$ cat src/rtl/sdram_ctrl_aardonyx.sv
// sdram_ctrl_aardonyx: single-port close-page controller for a 32-bit SDR SDRAM.
// Runs the power-up sequence, schedules periodic auto-refresh and serves one-word
// read/write requests (ACTIVE, then READ/WRITE with auto-precharge).
// Optional feature macro: SDRAM_FAST_INIT_EN shortens the power-up NOP wait to 16 cycles.
module sdram_ctrl_aardonyx #(
    parameter int unsigned ADDR_BITS    = 13,
    parameter int unsigned COL_BITS     = 9,
    parameter int unsigned BA_BITS      = 2,
    parameter int unsigned DQ_BITS      = 32,
    parameter int unsigned DM_BITS      = 4,
    parameter int unsigned T_INIT_CYC   = 20000,
    parameter int unsigned T_RP         = 2,
    parameter int unsigned T_RCD        = 2,
    parameter int unsigned T_RFC        = 7,
    parameter int unsigned T_MRD        = 2,
    parameter int unsigned T_WR         = 2,
    parameter int unsigned CAS_LAT      = 3,
    parameter int unsigned REF_INTERVAL = 780,
    parameter logic [ADDR_BITS-1:0] MODE_REG = 13'h030
) (
    input  logic                                   CLK,
    input  logic                                   RST_N,
    input  logic                                   req_valid,
    output logic                                   req_ready,
    input  logic                                   req_write,
    input  logic [ADDR_BITS+BA_BITS+COL_BITS-1:0]  req_addr,
    input  logic [DQ_BITS-1:0]                     req_wdata,
    input  logic [DM_BITS-1:0]                     req_wmask,
    output logic                                   rsp_valid,
    output logic [DQ_BITS-1:0]                     rsp_rdata,
    output logic                                   init_done,
    output logic                                   sdr_cke,
    output logic                                   sdr_cs_n,
    output logic                                   sdr_ras_n,
    output logic                                   sdr_cas_n,
    output logic                                   sdr_we_n,
    output logic [ADDR_BITS-1:0]                   sdr_addr,
    output logic [BA_BITS-1:0]                     sdr_ba,
    output logic [DM_BITS-1:0]                     sdr_dqm,
    output logic [DQ_BITS-1:0]                     sdr_dq_out,
    output logic                                   sdr_dq_oe,
    input  logic [DQ_BITS-1:0]                     sdr_dq_in
);

`ifdef SDRAM_FAST_INIT_EN
    localparam int unsigned INIT_CYC = 16;
`else
    localparam int unsigned INIT_CYC = T_INIT_CYC;
`endif

    // One shared down-counter; sized to hold the longest wait with margin.
    localparam int unsigned CNT_MAX = INIT_CYC + T_RP + T_RCD + T_RFC + T_MRD + T_WR + CAS_LAT;
    localparam int unsigned CNT_W   = $clog2(CNT_MAX + 1);
    localparam int unsigned REF_W   = $clog2(REF_INTERVAL + 1);

    // {cs_n, ras_n, cas_n, we_n}
    localparam logic [3:0] CMD_DESEL = 4'b1111;
    localparam logic [3:0] CMD_NOP   = 4'b0111;
    localparam logic [3:0] CMD_ACT   = 4'b0011;
    localparam logic [3:0] CMD_READ  = 4'b0101;
    localparam logic [3:0] CMD_WRITE = 4'b0100;
    localparam logic [3:0] CMD_PRE   = 4'b0010;
    localparam logic [3:0] CMD_REF   = 4'b0001;
    localparam logic [3:0] CMD_LMR   = 4'b0000;

    typedef enum logic [3:0] {
        StInitWait,
        StInitPre,
        StInitRef1,
        StInitRef2,
        StInitMrs,
        StIdle,
        StRefresh,
        StActivate,
        StRw,
        StRdWait,
        StWrRec
    } state_e;

    state_e                                 state_q, state_d;
    logic [CNT_W-1:0]                       cnt_q, cnt_d;
    logic [3:0]                             cmd_q, cmd_d;
    logic [ADDR_BITS-1:0]                   addr_q, addr_d;
    logic [BA_BITS-1:0]                     ba_q, ba_d;
    logic [DM_BITS-1:0]                     dqm_q, dqm_d;
    logic [DQ_BITS-1:0]                     dq_out_q, dq_out_d;
    logic                                   dq_oe_q, dq_oe_d;
    logic                                   cke_q, cke_d;
    logic                                   rsp_valid_q, rsp_valid_d;
    logic [DQ_BITS-1:0]                     rsp_rdata_q, rsp_rdata_d;
    logic                                   init_done_q, init_done_d;
    logic [REF_W-1:0]                       ref_cnt_q, ref_cnt_d;
    logic                                   ref_pending_q, ref_pending_d;
    logic                                   lat_write_q, lat_write_d;
    logic [ADDR_BITS+BA_BITS+COL_BITS-1:0]  lat_addr_q, lat_addr_d;
    logic [DQ_BITS-1:0]                     lat_wdata_q, lat_wdata_d;
    logic [DM_BITS-1:0]                     lat_wmask_q, lat_wmask_d;
    logic                                   ref_clr;
    logic                                   ref_expire;

    // Column command address: column bits plus A10 for auto-precharge.
    logic [ADDR_BITS-1:0] col_addr;

    // Column address for the latched request, with auto-precharge set.
    always_comb begin
        col_addr               = '0;
        col_addr[COL_BITS-1:0] = lat_addr_q[COL_BITS-1:0];
        col_addr[10]           = 1'b1;
    end

    // Ready depends only on state and pending refresh, never on req_valid.
    always_comb begin
        req_ready = (state_q == StIdle) && !ref_pending_q;
    end

    // Refresh interval counter; runs once init is done, holds a single pending refresh.
    always_comb begin
        ref_cnt_d  = ref_cnt_q;
        ref_expire = 1'b0;
        if (init_done_q) begin
            if (ref_cnt_q == REF_W'(REF_INTERVAL - 1)) begin
                ref_cnt_d  = '0;
                ref_expire = 1'b1;
            end else begin
                ref_cnt_d = ref_cnt_q + REF_W'(1);
            end
        end
        if (ref_clr) begin
            ref_pending_d = 1'b0;
        end else if (ref_expire) begin
            ref_pending_d = 1'b1;
        end else begin
            ref_pending_d = ref_pending_q;
        end
    end

    // Main sequencer: next state, counter and registered SDRAM command/data outputs.
    always_comb begin
        state_d     = state_q;
        cnt_d       = cnt_q;
        cmd_d       = CMD_NOP;
        addr_d      = addr_q;
        ba_d        = ba_q;
        dqm_d       = '1;
        dq_out_d    = dq_out_q;
        dq_oe_d     = 1'b0;
        cke_d       = 1'b1;
        rsp_valid_d = 1'b0;
        rsp_rdata_d = rsp_rdata_q;
        init_done_d = init_done_q;
        lat_write_d = lat_write_q;
        lat_addr_d  = lat_addr_q;
        lat_wdata_d = lat_wdata_q;
        lat_wmask_d = lat_wmask_q;
        ref_clr     = 1'b0;

        unique case (state_q)
            StInitWait: begin
                if (cnt_q == '0) begin
                    cmd_d      = CMD_PRE;
                    addr_d     = '0;
                    addr_d[10] = 1'b1;
                    cnt_d      = CNT_W'(T_RP - 1);
                    state_d    = StInitPre;
                end else begin
                    cnt_d = cnt_q - CNT_W'(1);
                end
            end
            StInitPre: begin
                if (cnt_q == '0) begin
                    cmd_d   = CMD_REF;
                    cnt_d   = CNT_W'(T_RFC - 1);
                    state_d = StInitRef1;
                end else begin
                    cnt_d = cnt_q - CNT_W'(1);
                end
            end
            StInitRef1: begin
                if (cnt_q == '0) begin
                    cmd_d   = CMD_REF;
                    cnt_d   = CNT_W'(T_RFC - 1);
                    state_d = StInitRef2;
                end else begin
                    cnt_d = cnt_q - CNT_W'(1);
                end
            end
            StInitRef2: begin
                if (cnt_q == '0) begin
                    cmd_d   = CMD_LMR;
                    addr_d  = MODE_REG;
                    ba_d    = '0;
                    cnt_d   = CNT_W'(T_MRD - 1);
                    state_d = StInitMrs;
                end else begin
                    cnt_d = cnt_q - CNT_W'(1);
                end
            end
            StInitMrs: begin
                if (cnt_q == '0) begin
                    init_done_d = 1'b1;
                    state_d     = StIdle;
                end else begin
                    cnt_d = cnt_q - CNT_W'(1);
                end
            end
            StIdle: begin
                if (ref_pending_q) begin
                    cmd_d   = CMD_REF;
                    ref_clr = 1'b1;
                    cnt_d   = CNT_W'(T_RFC - 1);
                    state_d = StRefresh;
                end else if (req_valid) begin
                    lat_write_d = req_write;
                    lat_addr_d  = req_addr;
                    lat_wdata_d = req_wdata;
                    lat_wmask_d = req_wmask;
                    cmd_d       = CMD_ACT;
                    addr_d      = req_addr[ADDR_BITS+BA_BITS+COL_BITS-1:BA_BITS+COL_BITS];
                    ba_d        = req_addr[BA_BITS+COL_BITS-1:COL_BITS];
                    cnt_d       = CNT_W'(T_RCD - 1);
                    state_d     = StActivate;
                end
            end
            StRefresh: begin
                if (cnt_q == '0) begin
                    state_d = StIdle;
                end else begin
                    cnt_d = cnt_q - CNT_W'(1);
                end
            end
            StActivate: begin
                if (cnt_q == '0) begin
                    addr_d  = col_addr;
                    ba_d    = lat_addr_q[BA_BITS+COL_BITS-1:COL_BITS];
                    state_d = StRw;
                    if (lat_write_q) begin
                        cmd_d    = CMD_WRITE;
                        dq_oe_d  = 1'b1;
                        dq_out_d = lat_wdata_q;
                        dqm_d    = ~lat_wmask_q;
                    end else begin
                        cmd_d = CMD_READ;
                        dqm_d = '0;
                    end
                end else begin
                    cnt_d = cnt_q - CNT_W'(1);
                end
            end
            StRw: begin
                if (lat_write_q) begin
                    cnt_d   = CNT_W'(T_WR + T_RP - 1);
                    state_d = StWrRec;
                end else begin
                    // Count one past capture so the response cycle is not IDLE.
                    dqm_d   = '0;
                    cnt_d   = CNT_W'(CAS_LAT);
                    state_d = StRdWait;
                end
            end
            StRdWait: begin
                dqm_d = (cnt_q > CNT_W'(1)) ? '0 : '1;
                if (cnt_q == CNT_W'(1)) begin
                    rsp_rdata_d = sdr_dq_in;
                    rsp_valid_d = 1'b1;
                end
                if (cnt_q == '0) begin
                    state_d = StIdle;
                end else begin
                    cnt_d = cnt_q - CNT_W'(1);
                end
            end
            StWrRec: begin
                if (cnt_q == '0) begin
                    state_d = StIdle;
                end else begin
                    cnt_d = cnt_q - CNT_W'(1);
                end
            end
            default: begin
                state_d = StInitWait;
                cnt_d   = CNT_W'(INIT_CYC);
            end
        endcase
    end

    // State and output registers with synchronous active-low reset.
    always_ff @(posedge CLK) begin
        if (!RST_N) begin
            state_q       <= StInitWait;
            cnt_q         <= CNT_W'(INIT_CYC);
            cmd_q         <= CMD_DESEL;
            addr_q        <= '0;
            ba_q          <= '0;
            dqm_q         <= '1;
            dq_out_q      <= '0;
            dq_oe_q       <= 1'b0;
            cke_q         <= 1'b0;
            rsp_valid_q   <= 1'b0;
            rsp_rdata_q   <= '0;
            init_done_q   <= 1'b0;
            ref_cnt_q     <= '0;
            ref_pending_q <= 1'b0;
            lat_write_q   <= 1'b0;
            lat_addr_q    <= '0;
            lat_wdata_q   <= '0;
            lat_wmask_q   <= '0;
        end else begin
            state_q       <= state_d;
            cnt_q         <= cnt_d;
            cmd_q         <= cmd_d;
            addr_q        <= addr_d;
            ba_q          <= ba_d;
            dqm_q         <= dqm_d;
            dq_out_q      <= dq_out_d;
            dq_oe_q       <= dq_oe_d;
            cke_q         <= cke_d;
            rsp_valid_q   <= rsp_valid_d;
            rsp_rdata_q   <= rsp_rdata_d;
            init_done_q   <= init_done_d;
            ref_cnt_q     <= ref_cnt_d;
            ref_pending_q <= ref_pending_d;
            lat_write_q   <= lat_write_d;
            lat_addr_q    <= lat_addr_d;
            lat_wdata_q   <= lat_wdata_d;
            lat_wmask_q   <= lat_wmask_d;
        end
    end

    // Port mapping of the registered outputs.
    always_comb begin
        sdr_cs_n   = cmd_q[3];
        sdr_ras_n  = cmd_q[2];
        sdr_cas_n  = cmd_q[1];
        sdr_we_n   = cmd_q[0];
        sdr_addr   = addr_q;
        sdr_ba     = ba_q;
        sdr_dqm    = dqm_q;
        sdr_dq_out = dq_out_q;
        sdr_dq_oe  = dq_oe_q;
        sdr_cke    = cke_q;
        rsp_valid  = rsp_valid_q;
        rsp_rdata  = rsp_rdata_q;
        init_done  = init_done_q;
    end

endmodule

$ cat config.mk
export PLATFORM = sky130hd
export DESIGN_NAME = sdram_ctrl_aardonyx
export DESIGN_NICKNAME = d
export VERILOG_FILES = /design/src/rtl/sdram_ctrl_aardonyx.sv
export SDC_FILE = /design/constraint.sdc
export NUM_CORES = 1
export LEC_CHECK = 0
export BUFFER_PORTS_ARGS = -buffer_cell sky130_fd_sc_hd__buf_2
export CORE_ASPECT_RATIO = 0.9
export CORE_MARGIN = 8
export CORE_UTILIZATION = 35
export CTS_CLUSTER_SIZE = 28
export DETAILED_ROUTE_END_ITERATION = 12
export PLACE_DENSITY = 0.54
export SYNTH_ARGS = -nofsm -noshare
export SYNTH_HDL_FRONTEND = slang
export SYNTH_SLANG_ARGS = --single-unit
export TNS_END_PERCENT = 30
$ cat constraint.sdc
create_clock -name CLK -period 5.1 [get_ports CLK]
set_input_delay 0 -clock CLK [delete_from_list [all_inputs] [get_ports CLK]]
set_output_delay 0 -clock CLK [all_outputs]
set_load 0.02 [all_outputs]
==> run_results.csv, run 1 <==
group,metric,value,unit
timing,clock.fmax,0.336,GHz
timing,setup_viol,0,
logic_synthesis,ys_ff_latch,169,
floorplanning,core_area,0.0192,mm2
placement,post-dp-hpwl,14200,um
routing,wl_per_cell,15.9,um
setup_path,critical_path_required,5420,ps
cells_and_area,drive_gt1_share,22.1,%
routing,vias,6788,
timing,finalClockSkew,12.5,ps
clock_network,cts_buffers,17,
logic_synthesis,netlist_instances,853,
clock_network,htree_levels,4,
logic_synthesis,synth_edf_count,0,
cells_and_area,diodes,0,
logic_synthesis,synth_top_cell_by_area,"dfxtp_1",
timing,min_period,2980,ps
job,drv_cap,0,
routing,dr.pass1.iters,5,
placement,portBuffers,187,
floorplanning,die_w,164,um
setup_path,start_kind,"register",
clock_network,cts_setup_buffers,0,
clock_network,hold_buffers,93,
cells_and_area,fin_nets,1198,
logic_synthesis,syn-cell-area,0.00686,mm2
routing,via_per_inst,4.99,
power_and_ir_drop,cellLeakagePower,3.68,nW
global_routing,antenna_found_initial,0,
placement,place.gp.congestion,0.834,
floorplanning,start_util,35.7,%
clock_network,post_cts_resized,0,
min_path,min_delay_path_depth,4,
timing,tns,0,ps
timing,max_slew_margin,35.8,%
cells_and_area,final_common_cell,"nand2_1",
global_routing,grt_use_total,17.6,%
setup_path,path_cells,"and4bb_2 > nand3_2 > buf_4 > o31ai_1 > nor2_1 > a211oi_1",
logic_synthesis,yosysWarnings,0,
clock_network,root_buffer,"clkbuf_16",
floorplanning,rows,48,
cells_and_area,layout_common_cells,"nand2_1, buf_2, dfxtp_1, a21oi_1, dlygate4sd3_1",
timing,worst_slew_pin_slew,964,ps
logic_synthesis,ys_async_sr_fraction,0,%
setup_path,end_kind,"register",
logic_synthesis,synth_ff_type,"dfxtp_1",
setup_path,slowest_delay,840,ps
cells_and_area,synthToLayoutAreaGrowth,38.0,%
floorplanning,die_h,149,um
setup_path,critPathKind,"register to register",
logic_synthesis,yosys-top-cells-area,"dfxtp_1, nand2_1, a21oi_1, nor2_1, clkbuf_1",
logic_synthesis,yosysUniqueCellTypes,65,
global_routing,grt_overflow,0,
outcome,status,"completed",
logic_synthesis,yosysSeqAreaShare,49.3,%
routing,ant_nets,0,
setup_path,crit_fanout,28,
placement,dp_cells,1236,
timing,hold_viol_final,0,
global_routing,grt_pass1_wl,34900,um
routing,route.detailed.drc,0,
global_routing,grt_max_degree,68,
logic_synthesis,avgSynthCellArea,8.04,um2
timing,drv_slew,0,
clock_network,cts.path.max_buffers,2,
clock_network,cts_sinks,169,
setup_path,rr_worst_depth,6,
floorplanning,ios,188,
setup_path,crit_slowest_cell,"dfxtp_1",
global_routing,grt_pass1_vias,6656,
clock_network,cts_tree,"done",
min_path,hp-class,"input port to register",
clock_network,clk_pin_slew,70,ps
timing,rsz0062_at_grt,"false",
routing,routed_wl,21600,um
logic_synthesis,syn_nets,953,
setup_path,crit_arrival,3290,ps
power_and_ir_drop,pwr_density_cell,321,mW/mm2
timing,period_share,58.3,%
clock_network,clk_latency,420,ps
power_and_ir_drop,ir_drop,0.220,mV
logic_synthesis,synth.top_cell.area_share,49.3,%
routing,first_iter_violations,472,
cells_and_area,instances_no_fill,1361,
floorplanning,dieArea,0.0243,mm2
state kept, by name, summed over array words and instances (netlist names):
signal         count
lat_wdata_q       32
rsp_rdata         32
sdr_dq_out        32
cnt_q             15
sdr_addr          13
lat_addr_q        11
ref_cnt_q         10
cmd_q              4
lat_wmask_q        4
sdr_dqm            4
state_q            4
sdr_ba             2
init_done          1
lat_write_q        1
ref_pending_q      1
rsp_valid          1
sdr_cke            1
sdr_dq_oe          1
synthesized netlist by cell type, types with 3 or more instances:
master and number:
nand2_1 256, a211oi_1 11, dfxtp_1 169, xnor2_1 3, o21ai_0 20, o211ai_1 7
ha_1 4, a21oi_1 130, inv_1 7, xor2_1 8, nor2_1 42, and3_1 11
clkbuf_1 39, nor3_1 12, a22oi_1 12, nor3_2 3, nand3_1 15, a21o_1 3
nand4_1 8, o22ai_1 4, nand2b_1 4, and2_1 6, buf_2 14
metal layers:
metal / vias up / GRT usage (%) / share of wire [%]
met5: - / 0 / 0
met4: 0 / 6.04 / 1.8
met3: 24 / 4.83 / 7.3
met2: 225 / 27.9 / 45
met1: 3130 / 22.6 / 46
li1: 3409 / - / -
stage by stage:
step                      instance area (um2)  utilization [%]  setup WS [ps]  hold WS (ps)  power, W
after CTS                                9460             49.2           2070          58.2   0.00307
final                                    9460             49.2           2120          82.3   0.00304
after floorplan                          6860                -           3180          27.7   0.00154
after global placement                   7900             41.1           2190           244   0.00163
after global routing                     9460             49.2           1770           117   0.00317
after detailed placement                 7900             41.1           2100           245   0.00163
critical path: cells and delay by family (launching register included):
| family | cells | cell delay [ps] |
|---|---|---|
| flip-flops | 1 | 840 |
| AO/OA/AOI/OAI | 2 | 390 |
| AND/OR/NAND/NOR | 3 | 1170 |
| buffers and inverters | 1 | 440 |
cells by family after synthesis:
| group | Yosys count | share of synthesized area, % |
|---|---|---|
| flip-flops | 169 | 49.3 |
| XOR/XNOR | 11 | 1.41 |
| buffers and inverters | 67 | 4.25 |
| AO/OA/AOI/OAI | 213 | 18.4 |
| adder cells (fa/ha/maj) | 5 | 0.876 |
| multiplexers | 3 | 0.456 |
| AND/OR/NAND/NOR | 385 | 25.2 |
final timing paths:
| path | start | to | slack, ps |
|---|---|---|---|
| setup / recovery | state_q[2] | sdr_ba[0] | 2120 |
| hold / removal | req_valid | cnt_q[2] | 80 |
| setup reg to reg | state_q[2] | sdr_ba[0] | 2120 |
| hold reg to reg | lat_wmask_q[2] | sdr_dqm[2] | 450 |
report_power, final:
part / switching, W / internal [W] / total (W)
clock network: 0.000585 / 0.000794 / 0.00138
logic: 0.000136 / 0.000135 / 0.000271
registers: 0.0000427 / 0.00134 / 0.00139
final cells by class:
cell class	count	area, um2
fill	1864	9760
sequential	169	3380
multi-input combinational	617	3190
timing repair buffer	285	1900
clock buffer	17	425
tap	250	313
clock inverter	15	211
inverter	8	32.5
Power figures use the tool's default switching activity.
==> run 2: changes to the inputs <==
--- a/config.mk
+++ b/config.mk
@@ -11,7 +11,7 @@
 export CORE_UTILIZATION = 35
 export CTS_CLUSTER_SIZE = 28
 export DETAILED_ROUTE_END_ITERATION = 12
-export PLACE_DENSITY = 0.54
+export PLACE_DENSITY = 0.56
 export SYNTH_ARGS = -nofsm -noshare
 export SYNTH_HDL_FRONTEND = slang
 export SYNTH_SLANG_ARGS = --single-unit
==> constraint.sdc (replaced) <==
create_clock -name CLK -period 2.4 [get_ports CLK]
set_input_delay 0 -clock CLK [delete_from_list [all_inputs] [get_ports CLK]]
set_output_delay 0 -clock CLK [all_outputs]
set_load 0.02 [all_outputs]
==> run 2 against run 1 <==
Flip-flop and latch count stayed put; hold slack better by 28 ps; power is 100% higher; wire length is 0.24% higher; first-iteration DRC count is 12% lower; combinational power is 120% higher; final cell count is 2.0% higher; critical path depth is 2 higher; critical path type unchanged; critical endpoint is now cnt_q[7]; largest power group unchanged; highest routed layer unchanged.
==> run_results.csv, run 2 (synthesized netlist as in run 1, its figures left out) <==
group,metric,value,unit
outcome,status,"completed",
routing,dr.pass1.iters,5,
global_routing,use_met3,4.42,%
setup_path,end_kind,"register",
routing,ant_nets,0,
global_routing,grt_max_degree,52,
timing,period_share,91.8,%
min_path,hp-class,"input port to register",
global_routing,grt_use_met1,23.3,%
global_routing,grt_overflow,0,
timing,hold_viol_final,0,
cells_and_area,synthToLayoutAreaGrowth,41.0,%
timing,tns,0,ps
clock_network,clk_pin_slew,70,ps
floorplanning,die_w,164,um
global_routing,antenna_found_initial,0,
floorplanning,ios,188,
setup_path,critPathKind,"register to register",
routing,via_per_inst,4.91,
setup_path,crit_fanout,8,
setup_path,crit_arrival,2510,ps
placement,place.gp.congestion,0.884,
routing,vias,6813,
clock_network,root_buffer,"clkbuf_16",
timing,setup_viol,0,
clock_network,clk_latency,430,ps
setup_path,critical_path_required,2710,ps
timing,drv_slew,0,
routing,routed_wl,21700,um
cells_and_area,fin_nets,1225,
clock_network,cts_sinks,169,
floorplanning,start_util,35.7,%
clock_network,htree_levels,4,
global_routing,grtUsageMet2,27.5,%
placement,post-dp-hpwl,14600,um
timing,min_period,2200,ps
global_routing,grt_use_total,17.6,%
routing,wl_per_cell,15.6,um
placement,portBuffers,187,
clock_network,cts_buffers,17,
global_routing,busiest_layer,"met2",
power_and_ir_drop,cellLeakagePower,3.80,nW
timing,clock.fmax,0.454,GHz
floorplanning,rows,48,
clock_network,cts_tree,"done",
routing,first_iter_violations,416,
clock_network,cts.path.max_buffers,2,
power_and_ir_drop,ir_drop,0.400,mV
cells_and_area,drive_gt1_share,23.9,%
timing,finalClockSkew,11.8,ps
timing,hold-worst-slack,110,ps
job,drv_cap,0,
cells_and_area,diodes,0,
setup_path,start_kind,"register",
floorplanning,die_h,149,um
global_routing,grt_pass1_vias,6767,
cells_and_area,final_common_cell,"nand2_1",
timing,rsz0062_at_grt,"false",
routing,route.detailed.drc,0,
timing,worst_slew_pin_slew,623,ps
power_and_ir_drop,pwr_density_cell,644,mW/mm2
clock_network,cts_setup_buffers,0,
floorplanning,dieArea,0.0243,mm2
floorplanning,core_area,0.0192,mm2
global_routing,grt_pass1_wl,35000,um
timing,max_slew_margin,58.5,%
cells_and_area,layout_common_cells,"nand2_1, buf_2, dfxtp_1, a21oi_1, dlygate4sd3_1",
[run 2: changes by cell type in the layout (fill, tap and decap cells not counted)]
cell and delta:
buf_12 +5, buf_4 +22, bufinv_16 -3, clkinv_2 -1, clkinv_4 +1, inv_6 +3
[run 2: area by class of cell]
type                    instances  area (um2)
fillers                      1856        9550
flip-flops and latches        169        3380
multi-input cells             617        3190
repair buffers                312        2170
clock buffers                  17         425
well taps                     250         313
clock inverters                15         151
inverters                       8        32.5
[run 2: where the power goes]
| part | total (W) | internal (W) | switching [W] |
|---|---|---|---|
| clock | 0.00268 | 0.00139 | 0.00129 |
| sequential | 0.00294 | 0.00286 | 0.0000859 |
| combinational | 0.000604 | 0.000306 | 0.000298 |
[run 2: metal layers]
layer	vias up	routed length (um)
li1	3458	-
met1	3129	10000
met2	206	9800
met3	20	1500
met4	0	357
met5	-	0
[run 2: path summary, 6_finish.rpt]
check            startpoint      endpoint  slack (ps)  cells past startpoint
max                cnt_q[0]      cnt_q[7]         200                      8
min            req_addr[21]  sdr_addr[10]         110                      5
max reg2reg        cnt_q[0]      cnt_q[7]         200                      8
min reg2reg  lat_wmask_q[2]    sdr_dqm[2]         450                      1
[run 2: through the flow]
| stage | instances | cell area (um2) | total power, W | utilization, % | worst slack (ps) |
|---|---|---|---|---|---|
| finish | 1388 | 9670 | 0.00623 | 50.3 | 197 |
| floorplan | 853 | 6860 | 0.00327 | - | 476 |
| global placement | 1263 | 8160 | 0.00349 | 42.5 | 243 |
| detailed placement | 1263 | 8160 | 0.00348 | 42.5 | 246 |
| CTS | 1388 | 9670 | 0.00630 | 50.3 | 225 |
| global route | 1388 | 9670 | 0.00648 | 50.3 | 70.8 |
[run 2: critical path, stage by stage, from the launching register on]
cell	delay, ps
dfxtp_1	430
inv_1	110
ha_1	210
nor4b_1	140
and4_1	260
a21o_1	220
buf_4	170
and2_1	200
a221o_1	350
[run 2: what timing repair did]
item,in CTS,in global routing
hold buffers,93,0
hold endpoints to repair,93,0
resized for setup,0,0
==> run 3: changes to the inputs <==
==> constraint.sdc (replaced) <==
create_clock -name CLK -period 2 [get_ports CLK]
set_input_delay 0 -clock CLK [delete_from_list [all_inputs] [get_ports CLK]]
set_output_delay 0 -clock CLK [all_outputs]
set_load 0.02 [all_outputs]
==> run 3 against run 2 <==
Worst setup slack worse by 180 ps; core utilization increased by 2.8 points; power increased by 25%; fmax up 11%; sequential power is 19% higher; clock-buffer cell count did not move; clock power up 23%; register-to-register slack worse by 180 ps; final cell count is 3.0% higher; first-iteration DRC count up 31%; via count rose by 3.5%; clock skew fell by 5.2 ps; critical path type unchanged.
==> run_results.csv, run 3 (synthesized netlist as in run 1, its figures left out) <==
group,metric,value,unit
routing,route.detailed.drc,0,
cells_and_area,fill_cells,1825,
cells_and_area,final_area,0.0102,mm2
routing,vias,7052,
floorplanning,die_w,164,um
timing,drv_slew,0,
setup_path,rr_worst_depth,10,
timing,max_slew_margin,55.2,%
clock_network,cts_sinks,169,
min_path,hold_start,"RST_N",
global_routing,grt_use_total,18.2,%
timing,finalClockSkew,6.60,ps
setup_path,r2r_slack,20,ps
cells_and_area,fin_nets,1266,
cells_and_area,diodes,0,
placement,portBuffers,187,
min_path,hold_end,"sdr_cke",
setup_path,end_kind,"register",
floorplanning,dieArea,0.0243,mm2
clock_network,cts_tree,"done",
power_and_ir_drop,combPwrFrac,12.4,%
power_and_ir_drop,cellLeakagePower,4.08,nW
placement,post-dp-hpwl,15300,um
clock_network,htree_levels,4,
routing,dr.pass1.iters,5,
clock_network,cts.path.max_buffers,2,
timing,setup_viol,0,
cells_and_area,synthToLayoutAreaGrowth,48.7,%
power_and_ir_drop,pwr_density_cell,760,mW/mm2
setup_path,critPathKind,"register to register",
setup_path,r2r-end,"sdr_addr[12]",
setup_path,crit_arrival,2350,ps
cells_and_area,utilization,53.1,%
routing,ant_nets,0,
floorplanning,core_area,0.0192,mm2
routing,via_per_inst,4.93,
setup_path,critical_path_required,2360,ps
setup_path,start_kind,"register",
power_and_ir_drop,p_int,0.00570,W
placement,dp_cells,1297,
cells_and_area,final_common_cell,"nand2_1",
timing,rsz0062_at_grt,"true",
power_and_ir_drop,clkPwrFrac,42.5,%
min_path,hp-class,"input port to register",
setup_path,crit_fanout,6,
outcome,status,"completed",
global_routing,antenna_found_initial,0,
placement,place.gp.congestion,0.895,
floorplanning,die_h,149,um
timing,tns,0,ps
job,drv_cap,0,
timing,clock.fmax,0.504,GHz
cells_and_area,drive_gt1_share,28.1,%
floorplanning,rows,48,
power_and_ir_drop,p_sw,0.00205,W
global_routing,grt_pass1_wl,36000,um
timing,hold_viol_final,0,
placement,dpl-instance-area,0.00847,mm2
routing,routed_wl,23000,um
clock_network,clk_latency,420,ps
global_routing,grt_pass1_vias,7028,
timing,worst_slew_pin_slew,671,ps
timing,min_period,1980,ps
power_and_ir_drop,switching_share,26.4,%
global_routing,grt_max_degree,54,
timing,period_share,99.2,%
global_routing,grt_overflow,0,
timing,hold-worst-slack,59.8,ps
floorplanning,start_util,35.7,%
setup_path,crit-reg2reg-launch,"cnt_q[0]",
clock_network,cts_buffers,17,
clock_network,clk_pin_slew,70,ps
cells_and_area,instances_no_fill,1429,
clock_network,root_buffer,"clkbuf_16",
routing,first_iter_violations,547,
min_path,min_delay_path_depth,2,
routing,wl_per_cell,16.1,um
floorplanning,ios,188,
cells_and_area,layout_common_cells,"nand2_1, buf_2, dfxtp_1, a21oi_1, dlygate4sd3_1",
power_and_ir_drop,ir_drop,0.496,mV
power_and_ir_drop,seq_power_share,45.2,%
[run 3: per-stage QoR]
step           worst slack (ps)  power [W]
3_3_place_gp               24.4    0.00430
5_1_grt                   -52.3    0.00803
4_1_cts                    10.9    0.00774
6_report                   15.2    0.00775
3_5_place_dp              -7.88    0.00429
2_1_floorplan              75.8    0.00392
[run 3: layout make-up]
| class | instances | area (um2) | area share, % |
|---|---|---|---|
| Multi-Input combinational cell | 617 | 3290 | 32.2 |
| Tap cell | 250 | 313 | 3.07 |
| Clock inverter | 15 | 164 | 1.61 |
| Clock buffer | 17 | 425 | 4.17 |
| Inverter | 8 | 32.5 | 0.319 |
| Sequential cell | 169 | 3390 | 33.2 |
| Timing Repair Buffer | 353 | 2590 | 25.4 |
[run 3: power by group through the flow]
stage          registers, W  logic (W)  clock network [W]
2_1_floorplan       0.00359   0.000335                  0
3_3_place_gp        0.00357   0.000731                  0
3_5_place_dp        0.00357   0.000721                  0
4_1_cts             0.00349   0.000866            0.00339
5_1_grt             0.00351    0.00102            0.00350
6_report            0.00350   0.000959            0.00329
[run 3: per-layer routing]
metal / wire length (um) / vias to the layer above / global-route usage, %
li1: - / 3541 / -
met1: 10600 / 3266 / 23.5
met2: 10500 / 222 / 29.2
met3: 1470 / 23 / 4.72
met4: 392 / 0 / 5.72
met5: 0 / - / 0
[run 3: worst max path at each step]
stage | startpoint | to | slack, ps | cells after the start
2_1_floorplan | cnt_q[0] | cnt_q[14] | 80 | 8
3_3_place_gp | cnt_q[0] | cnt_q[7] | 20 | 7
3_5_place_dp | cnt_q[0] | cnt_q[14] | -8 | 9
4_1_cts | cnt_q[0] | cnt_q[14] | 10 | 8
5_1_grt | cnt_q[0] | sdr_addr[12] | -50 | 10
6_report | cnt_q[0] | sdr_addr[12] | 20 | 10
[run 3: repair_timing]
action                     in CTS  in global routing
setup endpoints to repair       4                 67
pin swaps                       1                  6
gates resized for setup         0                 27
gates cloned                    0                  3
buffers inserted                1                  4
hold buffers                   92                  0
hold endpoints to repair       94                  0
[run 3: worst max-delay path, stage by stage (launching register included)]
cell and delay, ps:
dfxtp_2 320, inv_2 80, ha_4 130, nor4b_4 260
nand4_4 210, o31ai_4 350, buf_12 160, buf_8 100
clkbuf_16 130, nand4_1 80, o21ai_1 80
